<file path="src/rtl/iq_cic_decimator.sv">
`default_nettype none
// ============================================================================
// Module   : iq_cic_decimator
// Brief    : Dual-rail (I/Q) CIC decimator for 1-bit interleaver streams.
// Revision : 1.0 - initial release
// ============================================================================
module iq_cic_decimator #(
   parameter  int STAGES   = 3,
   parameter  int DEC_LOG2 = 3,
   localparam int OUT_W    = 2 + STAGES * DEC_LOG2
) (
   input  logic             CLK,
   input  logic             RST,
   input  logic             IN_EN,
   input  logic             ODD_I,
   input  logic             EVEN_Q,
   output logic [OUT_W-1:0] I_OUT,
   output logic [OUT_W-1:0] Q_OUT,
   output logic             OUT_VALID
);

   localparam logic [DEC_LOG2-1:0] c_cnt_last = '1;

   // Rail index 0 carries I, rail index 1 carries Q.
   logic [OUT_W-1:0]    r_int   [2][STAGES];
   logic [OUT_W-1:0]    r_dly   [2][STAGES];
   logic [OUT_W-1:0]    r_out   [2];
   logic [DEC_LOG2-1:0] r_cnt;
   logic                r_valid;

   logic [OUT_W-1:0]    w_x     [2];
   logic [OUT_W-1:0]    w_chain [2][STAGES+1];
   logic                w_strobe;

   assign w_strobe = IN_EN && (r_cnt == c_cnt_last);

   // Bit 1 maps to +1, bit 0 to -1 (all ones in two's complement).
   always_comb begin
      w_x[0] = ODD_I  ? OUT_W'(1) : '1;
      w_x[1] = EVEN_Q ? OUT_W'(1) : '1;
   end

   // w_chain[r][k] is the input of comb stage k; w_chain[r][STAGES] is the result.
   always_comb begin
      for (int r = 0; r < 2; r++) begin
         w_chain[r][0] = r_int[r][STAGES-1];
         for (int k = 0; k < STAGES; k++) begin
            w_chain[r][k+1] = w_chain[r][k] - r_dly[r][k];
         end
      end
   end

   always_ff @(posedge CLK or negedge RST) begin
      if (!RST) begin
         r_cnt   <= '0;
         r_valid <= 1'b0;
         for (int r = 0; r < 2; r++) begin
            r_out[r] <= '0;
            for (int k = 0; k < STAGES; k++) begin
               r_int[r][k] <= '0;
               r_dly[r][k] <= '0;
            end
         end
      end else begin
         r_valid <= w_strobe;
         if (IN_EN) begin
            r_cnt <= r_cnt + DEC_LOG2'(1);
            // Pipelined integrator chain: every stage sees its neighbour's pre-edge value.
            for (int r = 0; r < 2; r++) begin
               r_int[r][0] <= r_int[r][0] + w_x[r];
               for (int k = 1; k < STAGES; k++) begin
                  r_int[r][k] <= r_int[r][k] + r_int[r][k-1];
               end
            end
         end
         if (w_strobe) begin
            for (int r = 0; r < 2; r++) begin
               r_out[r] <= w_chain[r][STAGES];
               for (int k = 0; k < STAGES; k++) begin
                  r_dly[r][k] <= w_chain[r][k];
               end
            end
         end
      end
   end

   assign I_OUT     = r_out[0];
   assign Q_OUT     = r_out[1];
   assign OUT_VALID = r_valid;

endmodule
`default_nettype wire

</file>
<file path="config.mk">
export PLATFORM = sky130hd
export DESIGN_NAME = iq_cic_decimator
export DESIGN_NICKNAME = d
export VERILOG_FILES = /design/src/rtl/iq_cic_decimator.sv
export SDC_FILE = /design/constraint.sdc
export NUM_CORES = 1
export LEC_CHECK = 0
export BUFFER_PORTS_ARGS = -buffer_cell sky130_fd_sc_hd__buf_2
export CORE_ASPECT_RATIO = 1.25
export CORE_MARGIN = 10
export CORE_UTILIZATION = 51
export CTS_CLUSTER_DIAMETER = 100
export DETAILED_ROUTE_END_ITERATION = 12
export PLACE_DENSITY_LB_ADDON = 0.1
export SLEW_MARGIN = 20
export SYNTH_ARGS = -nofsm -noshare
export SYNTH_HDL_FRONTEND = slang
export SYNTH_SLANG_ARGS = --single-unit
export TNS_END_PERCENT = 10
</file>
<file path="constraint.sdc">
create_clock -name CLK -period 3.9 [get_ports CLK]
set_input_delay 0.195 -clock CLK [delete_from_list [all_inputs] [get_ports CLK]]
set_output_delay 0.195 -clock CLK [all_outputs]
set_load 0.02 [all_outputs]
</file>
==> results.json <==
{
  "outcome": "finished with violations",
  "violations": "negative setup slack",
  "tightestPinTransition_ns": 0.977,
  "reg2reg_slack_ns": -0.26,
  "clkSinkCount": 158,
  "synth_top_family_by_area": "compound AO/OA/AOI/OAI gates",
  "startpoint": "r_dly[55]",
  "grt_usage": 0.157,
  "hp-class": "input pin to register",
  "dpl.hpwl_um": 15600,
  "cp_slowest_cell": "dfrtp_1",
  "critPathKind": "register to register",
  "hold_slack_ns": 0.112,
  "worstPathCellList": "ha_4, fa_2, nor2b_4, o31a_1, o21a_1, nor2_1, xnor2_1, ha_2, or2_4, a21o_1, a21oi_2, a211oi_2, xor2_1, ha_2, or3_1, o21ai_2, a21oi_2, xor2_1, xnor3_1, mux2_2",
  "synth_top_cell_by_area": "dfrtp_1",
  "wl_um": 20900,
  "max_freq_ghz": 0.240,
  "relSlewSlack": 0.349,
  "vias": 8367,
  "ctsHtreeMaxLevel": 4,
  "first_pass_iters": 4,
  "period_share": 1.07,
  "setup_ws_ns": -0.260,
  "place_congestion": 0.756,
  "synth_compound_gate_area_share": 0.170,
  "wl_per_cell_um": 13.1,
  "grt_pass1_vias": 8339,
  "io_pins": 28,
  "ys_warn_count": 0,
  "cts_made_buffers": 17,
  "timing.rr.end": "I_OUT[10]",
  "r2r_cells": 20,
  "clkLatencyLatePin_ns": 0.43,
  "critPathLaunchType": "register",
  "synth_top_area_frac": 0.358,
  "core_um2": 21400,
  "synth_flop_cell": "dfrtp_1",
  "diodes": 0,
  "end_kind": "register",
  "drive_gt1_frac": 0.223,
  "initial_core_util": 0.516,
  "ys_seq_area_frac": 0.358,
  "num-nets-final": 1436,
  "final_common_cell": "dfrtp_1",
  "routed_via_density": 5.26,
  "synth-edff-count": 0,
  "cp_max_fo": 2,
  "synth_area_leaders": "dfrtp_1 (36%), ha_1 (14%), mux2_2 (6.3%)",
  "hold_violations": 0,
  "worst-path-buf-inv": 0,
  "die_h_um": 185,
  "ant_nets": 0,
  "root_buffer": "clkbuf_16",
  "min_period_ns": 4.16,
  "portBuffers": 27,
  "hold_end": "r_int[65]",
  "cts_buffer_depth": 2,
  "cts_tree": "yes",
  "area_growth_pct": 19.0,
  "drcViolationCount": 0,
  "synth_nets": 1294,
  "critPathMaxStageDelay_ns": 0.41,
  "setup-violations-final": 2,
  "cp_data_required_time_ns": 4.22,
  "grt_antenna_before_repair": 0,
  "rsz0062_at_grt": "true",
  "synthDistinctLibCells": 61,
  "async_flop_share": 1.00,
  "synth_mux_area_frac": 0.0700,
  "synth_xor_area_frac": 0.0731,
  "grt-ovfl-total": 0,
  "path_clk_slew_ns": 0.07,
  "ys_ff_latch": 158,
  "die_x_um": 152,
  "cp_top_family": "adder cells",
  "final_cell_mix": "dfrtp_1 (158), buf_4 (123), ha_1 (115)",
  "dpl_cell_area_um2": 12300,
  "synth_area_per_cell_um2": 9.55,
  "max-cap-violations": 0,
  "fin_area_um2": 13100,
  "hold_depth": 4,
  "syn_area_um2": 11000,
  "grt_pass1_wl_um": 36900,
  "drv_slew": 0,
  "rr_startpoint": "r_dly[55]",
  "synth_cells": 1157,
  "dieArea_um2": 28000,
  "arrival_ns": 4.48,
  "synth_adder_area_share": 0.158,
  "synthSimpleGateAreaFrac": 0.126,
  "finClkSkew_ns": 0.0127,
  "num_rows": 60,
  "min_from": "ODD_I",
  "grt_max_degree": 102,
  "drt_iter0_drc": 273
}
metal layers:
metal / global-route usage / wire length [um]
met1: 0.189 / 9620
met2: 0.279 / 10500
met3: 0.0233 / 477
met4: 0.0531 / 269
met5: 0 / 0
kinds of logic after synthesis:
| kind of cell | after synthesis |
|---|---|
| and+or+nand+nor | 286 |
| adders and majority gates | 132 |
| AOI/OAI and AO/OA | 292 |
| DFF | 158 |
| muxes | 69 |
| xor gates and xnor gates | 89 |
| buffers and inverters | 131 |
synth_stat cells, types with 3 or more instances:
library cell  number
ha_1             120
buf_1              4
fa_1              12
dfrtp_1          158
mux2i_1            6
nand3_1           16
a21o_1            17
o2111ai_1          5
o211ai_1           7
mux2_2            62
a221oi_1           3
xnor2_1           60
a31oi_1            8
clkbuf_1          23
nor3b_1            7
nand3b_1          16
o31ai_1           11
and2_1             3
nor2_1            51
a211oi_1          16
a21oi_1           52
a21boi_0           5
o21ai_0          105
o21bai_1           4
a211o_1            4
o31a_1             5
o21a_1            27
or3_1             12
nand2b_1           5
nand2_1          104
xor2_1            27
o41ai_1            4
nor4b_1            3
inv_1            102
nor2b_1           19
or2_2              4
or4_1              3
nor3_1            36
metrics by stage:
stage	utilization	instances	setup TNS (ns)	setup WS (ns)
6_report	0.614	1591	-0.459	-0.260
5_1_grt	0.614	1591	-1.46	-0.558
3_3_place_gp	0.577	1548	-0.717	-0.385
2_1_floorplan	-	1157	-0.468	-0.235
4_1_cts	0.610	1588	-0.553	-0.282
3_5_place_dp	0.577	1548	-0.961	-0.471
final cells by class:
| class | instances | area, um^2 |
|---|---|---|
| multi-input combinational | 868 | 6760 |
| tap | 279 | 349 |
| sequential | 158 | 3950 |
| clock inverter | 12 | 136 |
| inverter | 103 | 387 |
| clock buffer | 20 | 467 |
| fill | 1858 | 8250 |
| timing repair buffer | 151 | 1090 |
worst reg2reg max path, delay by kind of cell, from the launching register on:
kind | cells | cell delay [ns]
AND/OR/NAND/NOR | 4 | 0.79
XOR/XNOR | 4 | 0.77
adder cells (fa/ha/maj) | 4 | 1.03
flip-flops | 1 | 0.41
multiplexers | 1 | 0.26
AO/OA/AOI/OAI | 7 | 0.80
flip-flops by register name, indices dropped and copies added, names as in the netlist:
signal / count
I_OUT: 11
r_dly: 66
Q_OUT: 11
r_cnt: 3
OUT_VALID: 1
r_int: 66
what timing repair did:
item / CTS / global route
setup buffers: 7 / 3
endpoints found under the setup margin: 4 / 9
resized for setup: 15 / 21
pin swaps: 17 / 12
hold buffers: 1 / 0
endpoints found under the hold margin: 99 / 0
worst max path at each step:
| stage | to | slack [ns] | cells after the start |
|---|---|---|---|
| detailed placement | Q_OUT[10] | -0.47 | 19 |
| floorplan | I_OUT[10] | -0.23 | 19 |
| CTS | I_OUT[10] | -0.28 | 19 |
| global placement | Q_OUT[10] | -0.38 | 19 |
| global route | I_OUT[10] | -0.56 | 21 |
| finish | I_OUT[10] | -0.26 | 20 |
Power is left out: the tool's default activity adds up to more than one toggle a clock period on the data nets, which glitch-free logic cannot reach.
